--- src/rtl/regfile_port_controller.sv ---
// rtl/regfile_port_controller.sv - register-file write port owner with post-reset clear and debug port arbitration
module regfile_port_controller #(
  parameter int NUM_REGS     = 32,
  parameter int ADDR_W       = 5,
  parameter int DATA_W       = 32,
  parameter int STARVE_LIMIT = 4
) (
  input  logic              CLK,
  input  logic              RST_N,
  input  logic              REG_W_En_W,
  input  logic [ADDR_W-1:0] RD_W,
  input  logic [DATA_W-1:0] Result_W,
  input  logic              DBG_Req,
  input  logic              DBG_Write,
  input  logic [ADDR_W-1:0] DBG_Addr,
  input  logic [DATA_W-1:0] DBG_W_Data,
  output logic              DBG_Ack,
  output logic [DATA_W-1:0] DBG_R_Data,
  output logic              RF_W_En,
  output logic [ADDR_W-1:0] RF_W_Addr,
  output logic [DATA_W-1:0] RF_W_Data,
  output logic [ADDR_W-1:0] RF_Dbg_R_Addr,
  input  logic [DATA_W-1:0] RF_Dbg_R_Data,
  output logic              Init_Busy,
  output logic              Stall_Req
);

  localparam int WAIT_W = 4;
  localparam logic [ADDR_W-1:0] LAST_ADDR = ADDR_W'(NUM_REGS - 1);
  localparam logic [WAIT_W-1:0] WAIT_MAX  = '1;
  localparam logic [WAIT_W-1:0] STARVE    = WAIT_W'(STARVE_LIMIT);

  typedef enum logic [1:0] {
    ST_INIT     = 2'd0,
    ST_IDLE     = 2'd1,
    ST_DBG_PEND = 2'd2,
    ST_DBG_ACK  = 2'd3
  } state_t;

  state_t              state_q, state_d;
  logic [ADDR_W-1:0]   clr_cnt_q, clr_cnt_d;
  logic [WAIT_W-1:0]   wait_cnt_q, wait_cnt_d;
  logic                dbg_ack_q, dbg_ack_d;
  logic [DATA_W-1:0]   dbg_r_data_q, dbg_r_data_d;
  logic                stall_q, stall_d;
  logic                init_busy_q, init_busy_d;
  logic                cap_write_q, cap_write_d;
  logic [ADDR_W-1:0]   cap_addr_q, cap_addr_d;
  logic [DATA_W-1:0]   cap_data_q, cap_data_d;

  // State and capture registers; reset aborts any operation and restarts the clear.
  always_ff @(posedge CLK or negedge RST_N) begin
    if (!RST_N) begin
      state_q      <= ST_INIT;
      clr_cnt_q    <= ADDR_W'(1);
      wait_cnt_q   <= '0;
      dbg_ack_q    <= 1'b0;
      dbg_r_data_q <= '0;
      stall_q      <= 1'b0;
      init_busy_q  <= 1'b1;
      cap_write_q  <= 1'b0;
      cap_addr_q   <= '0;
      cap_data_q   <= '0;
    end else begin
      state_q      <= state_d;
      clr_cnt_q    <= clr_cnt_d;
      wait_cnt_q   <= wait_cnt_d;
      dbg_ack_q    <= dbg_ack_d;
      dbg_r_data_q <= dbg_r_data_d;
      stall_q      <= stall_d;
      init_busy_q  <= init_busy_d;
      cap_write_q  <= cap_write_d;
      cap_addr_q   <= cap_addr_d;
      cap_data_q   <= cap_data_d;
    end
  end

  // Next-state logic: clear sequencing, debug capture, starvation tracking and ack.
  always_comb begin
    state_d      = state_q;
    clr_cnt_d    = clr_cnt_q;
    wait_cnt_d   = wait_cnt_q;
    dbg_r_data_d = dbg_r_data_q;
    stall_d      = stall_q;
    cap_write_d  = cap_write_q;
    cap_addr_d   = cap_addr_q;
    cap_data_d   = cap_data_q;
    case (state_q)
      ST_INIT: begin
        clr_cnt_d = clr_cnt_q + ADDR_W'(1);
        stall_d   = 1'b0;
        if (clr_cnt_q == LAST_ADDR) begin
          state_d = ST_IDLE;
        end
      end
      ST_IDLE: begin
        stall_d = 1'b0;
        if (DBG_Req) begin
          cap_write_d = DBG_Write;
          cap_addr_d  = DBG_Addr;
          cap_data_d  = DBG_W_Data;
          wait_cnt_d  = '0;
          state_d     = ST_DBG_PEND;
        end
      end
      ST_DBG_PEND: begin
        if (REG_W_En_W) begin
          // Writeback owns the port this cycle; count how long debug has waited.
          if (wait_cnt_q != WAIT_MAX) begin
            wait_cnt_d = wait_cnt_q + WAIT_W'(1);
          end
          if (wait_cnt_d >= STARVE) begin
            stall_d = 1'b1;
          end
        end else begin
          if (!cap_write_q) begin
            dbg_r_data_d = RF_Dbg_R_Data;
          end
          stall_d = 1'b0;
          state_d = ST_DBG_ACK;
        end
      end
      ST_DBG_ACK: begin
        stall_d = 1'b0;
        if (!DBG_Req) begin
          state_d = ST_IDLE;
        end
      end
      default: begin
        state_d = ST_INIT;
      end
    endcase
    dbg_ack_d   = (state_d == ST_DBG_ACK);
    init_busy_d = (state_d == ST_INIT);
  end

  // Write-port mux: clear beats writeback, writeback beats a pending debug write.
  always_comb begin
    RF_W_En   = 1'b0;
    RF_W_Addr = '0;
    RF_W_Data = '0;
    if (state_q == ST_INIT) begin
      RF_W_En   = 1'b1;
      RF_W_Addr = clr_cnt_q;
    end else if (REG_W_En_W) begin
      RF_W_En   = 1'b1;
      RF_W_Addr = RD_W;
      RF_W_Data = Result_W;
    end else if (state_q == ST_DBG_PEND && cap_write_q) begin
      RF_W_En   = (cap_addr_q != '0);
      RF_W_Addr = cap_addr_q;
      RF_W_Data = cap_data_q;
    end
  end

  assign RF_Dbg_R_Addr = cap_addr_q;
  assign DBG_Ack       = dbg_ack_q;
  assign DBG_R_Data    = dbg_r_data_q;
  assign Init_Busy     = init_busy_q;
  assign Stall_Req     = stall_q;

endmodule

--- config.mk ---
export PLATFORM = sky130hd
export DESIGN_NAME = regfile_port_controller
export DESIGN_NICKNAME = d
export VERILOG_FILES = /design/src/rtl/regfile_port_controller.sv
export SDC_FILE = /design/constraint.sdc
export NUM_CORES = 1
export LEC_CHECK = 0
export CORE_MARGIN = 1.5
export CORE_UTILIZATION = 41
export DETAILED_ROUTE_END_ITERATION = 7
export PLACE_DENSITY = 0.9
export SETUP_SLACK_MARGIN = 0.02
export SKIP_LAST_GASP = 1
export SLEW_MARGIN = 20
export SYNTH_ARGS = -nofsm -noshare
export SYNTH_HDL_FRONTEND = slang
export SYNTH_SLANG_ARGS = --single-unit
--- constraint.sdc ---
create_clock -name CLK -period 3.8 [get_ports CLK]
set_clock_uncertainty 0.1 [all_clocks]
set_input_delay 0.76 -clock CLK [delete_from_list [all_inputs] [get_ports CLK]]
set_output_delay 0.76 -clock CLK [all_outputs]
set_load 0.02 [all_outputs]
==> results.sh <==
export IMPL_post_cts_buffers=0
export IMPL_die_x_um=98.7
export IMPL_drt_wl_total_mm=9.52
export IMPL_slew_headroom=0.498
export IMPL_gr_total_overflow=0
export IMPL_ir_drop_uv=404
export IMPL_antenna_found_initial=0
export IMPL_dieHeight_um=98.7
export IMPL_worstPathCellList="clkdlybuf4s50_1 -> buf_4 -> and2_4 -> a22o_1 -> clkdlybuf4s50_1"
export IMPL_crit_path_top_delay_cell="clkdlybuf4s50_1"
export IMPL_cts_resized=0
export IMPL_tightestPinTransition_ps=754
export IMPL_synth_seq_cells=84
export IMPL_syn_inst=275
export IMPL_outcome="finished, violations left"
export IMPL_syn_nets=389
export IMPL_period_share=0.945
export IMPL_violations="design-rule violations"
export IMPL_netlist_cell_type_count=35
export IMPL_setup_tns_ps=0
export IMPL_h_tree_depth=3
export IMPL_clk_path_buf_depth=2
export IMPL_cts_buffers=9
export IMPL_worstPathArrival_ps=2730
export IMPL_syn_area_um2=3750
export IMPL_grt_use_total=0.198
export IMPL_start_kind="input port"
export IMPL_cts_tree="built"
export IMPL_post_route_min_period_ps=3590
export IMPL_cts_sink_count=84
export IMPL_cpMostUsedCell="clkdlybuf4s50_1"
export IMPL_muxShareOfSynthArea=0.213
export IMPL_coreArea_um2=8810
export IMPL_max_cap_viol_count=0
export IMPL_drt_iter0_markers=91
export IMPL_grt_pass1_wl_mm=15.2
export IMPL_placed_area_um2=5700
export IMPL_cts_root_buf="clkbuf_8"
export IMPL_viasPerCell=5.16
export IMPL_syn_to_final_growth_pct=57.3
export IMPL_setup_viol=0
export IMPL_start_util=0.426
export IMPL_clock_latency_ps=340
export IMPL_max_freq_ghz=0.279
export IMPL_dp_hpwl_mm=7.13
export IMPL_detail_route_wl_per_cell_um=16.7
export IMPL_rsz0062_at_grt="no"
export IMPL_critPathKind="input port to primary output"
export IMPL_cpPeakStageDelay_ps=640
export IMPL_grt_max_degree=85
export IMPL_synth_top_family_by_area="multiplexers"
export IMPL_ant_nets=0
export IMPL_synthAdderAreaFrac=0.0100
export IMPL_cp_end_kind="primary output"
export IMPL_stdcell_area_um2=5900
export IMPL_ys_warn_count=0
export IMPL_cts_hold_buf=0
export IMPL_required_ps=2940
export IMPL_synth_compound_area_frac=0.111
export IMPL_diodes=0
export IMPL_gp_congestion=0.806
export IMPL_fillers=653
export IMPL_portBuffers=188
export IMPL_synth_xor_area_share=0.00700
export IMPL_slew_viol_final=0
export IMPL_p_leak_uw=0.00250
export IMPL_drive_gt1_frac=0.175
export IMPL_fin_nets=573
export IMPL_hp_class="input port to async pin"
export IMPL_dr_pass1_iters=6
export IMPL_cts_clk_slew_worst_paths_ps=90
export IMPL_drc=15
export IMPL_synthSimpleGateAreaFrac=0.0590
export IMPL_ys_seq_area_frac=0.561
export IMPL_pwr_density_cell_nw_per_um2=733
export IMPL_rows=34
export IMPL_avgSynthCellArea_um2=13.6
export IMPL_fp_dieArea_um2=9730
export IMPL_grt_pass1_vias=3127
export IMPL_via_count=2950
export IMPL_hold_viol=0
export IMPL_ioPinCount=189
export IMPL_cp_max_fo=32
## area by class of cell
class / count / area, um^2 / area share
flip-flops and latches: 84 / 2100 / 0.357
multi-input cells: 168 / 1520 / 0.257
repair buffers: 193 / 1930 / 0.328
inverters: 3 / 11.3 / 0.00191
clock inverters: 5 / 61.3 / 0.0104
well taps: 108 / 135 / 0.0229
clock buffers: 11 / 141 / 0.0240
## registers in the layout, summed over array words and instances, names as in the netlist
signal / count
RF_Dbg_R_Addr: 5
cap_data_q: 32
clr_cnt_q: 5
wait_cnt_q: 4
DBG_Ack: 1
Init_Busy: 1
Stall_Req: 1
DBG_R_Data: 32
state_q: 2
cap_write_q: 1
## critical path: cells and delay by family
kind	cells	cell delay (ps)
AO/OA/AOI/OAI	1	200
AND/OR/NAND/NOR	1	390
buffers and inverters	3	1370
## where the power goes
group | total [uW] | internal [uW] | switching (uW) | leakage [uW]
registers | 1630 | 1330 | 291 | 0.00100
logic | 2060 | 1130 | 928 | 0.00139
clock network | 639 | 325 | 314 | 0.000103
## placed cells by master (no fill, tap or decap), types with 3 or more instances in the layout
cell type / n
clkdlybuf4s50_1: 187
clkinv_4: 3
mux2_2: 53
dfrtp_1: 82
clkbuf_8: 10
a221oi_1: 4
ha_1: 3
buf_4: 4
inv_1: 3
mux2_1: 17
nand2_1: 11
nor2_1: 14
a22o_1: 32
xnor2_1: 3
a21oi_1: 3
and3_1: 4
## path summary, 6_finish.rpt
check	startpoint	endpoint	slack, ps	cells past startpoint
worst max-delay path	REG_W_En_W	RF_W_Data[26]	210	5
worst min-delay path	RST_N	cap_data_q[0]	350	1
worst max register to register	state_q[0]	DBG_R_Data[0]	1950	4
worst min register to register	DBG_R_Data[14]	DBG_R_Data[14]	390	1
max in group asynchronous	RST_N	DBG_R_Data[28]	2730	1
min in group CLK	DBG_R_Data[14]	DBG_R_Data[14]	390	1
## metal layers
metal / GRT usage / vias up / part of all wire
met2: 0.343 / 130 / 0.50
met5: 0 / - / 0
met4: 0.0714 / 0 / 0.017
met3: 0.0716 / 14 / 0.097
li1: - / 1383 / -
met1: 0.227 / 1423 / 0.39
## synth_stat cells, drive strengths merged
cell | instances | share of area
mux2 | 70 | 0.21
o31a | 1 | 0.0023
nor2 | 14 | 0.014
a22o | 32 | 0.075
ha | 3 | 0.010
o31ai | 2 | 0.0040
a21oi | 3 | 0.0040
and3b | 1 | 0.0023
a221o | 1 | 0.0027
mux2i | 1 | 0.0027
a211oi | 2 | 0.0040
nand3b | 2 | 0.0040
dfstp | 2 | 0.014
a221oi | 4 | 0.0093
a21boi | 1 | 0.0020
clkbuf | 1 | 0.0010
nor3 | 2 | 0.0057
nand2 | 11 | 0.011
o211ai | 2 | 0.0040
o21ai | 1 | 0.0013
nand2b | 1 | 0.0037
xnor2 | 3 | 0.0070
and2 | 1 | 0.0023
and3 | 4 | 0.0067
buf | 19 | 0.035
dfrtp | 82 | 0.55
a311o | 1 | 0.0027
nor4bb | 1 | 0.0027
inv | 3 | 0.0030
or2 | 2 | 0.0033
nand4 | 2 | 0.0033
## stage by stage
| step | total power, uW | hold WS (ps) | std cells | util | worst slack, ps |
|---|---|---|---|---|---|
| 4_1_cts | 4370 | 394 | 572 | 0.670 | 215 |
| 3_5_place_dp | 3720 | 375 | 556 | 0.647 | 215 |
| 5_1_grt | 4580 | 407 | 572 | 0.670 | 157 |
| 2_1_floorplan | 2780 | 360 | 275 | - | 1130 |
| 6_report | 4320 | 350 | 572 | 0.670 | 211 |
| 3_3_place_gp | 3630 | 366 | 556 | 0.647 | 299 |
## kinds of logic (layout without fill, tap and decap cells)
logic type               after synthesis  in the layout
multiplexers                          71             71
adder cells (fa/ha/maj)                3              3
XOR/XNOR                               3              3
AO/OA/AOI/OAI                         50             50
flip-flops                            84             84
buffers and inverters                 23            212
AND/OR/NAND/NOR                       41             41
No activity file was read; power rests on OpenSTA's default activity.
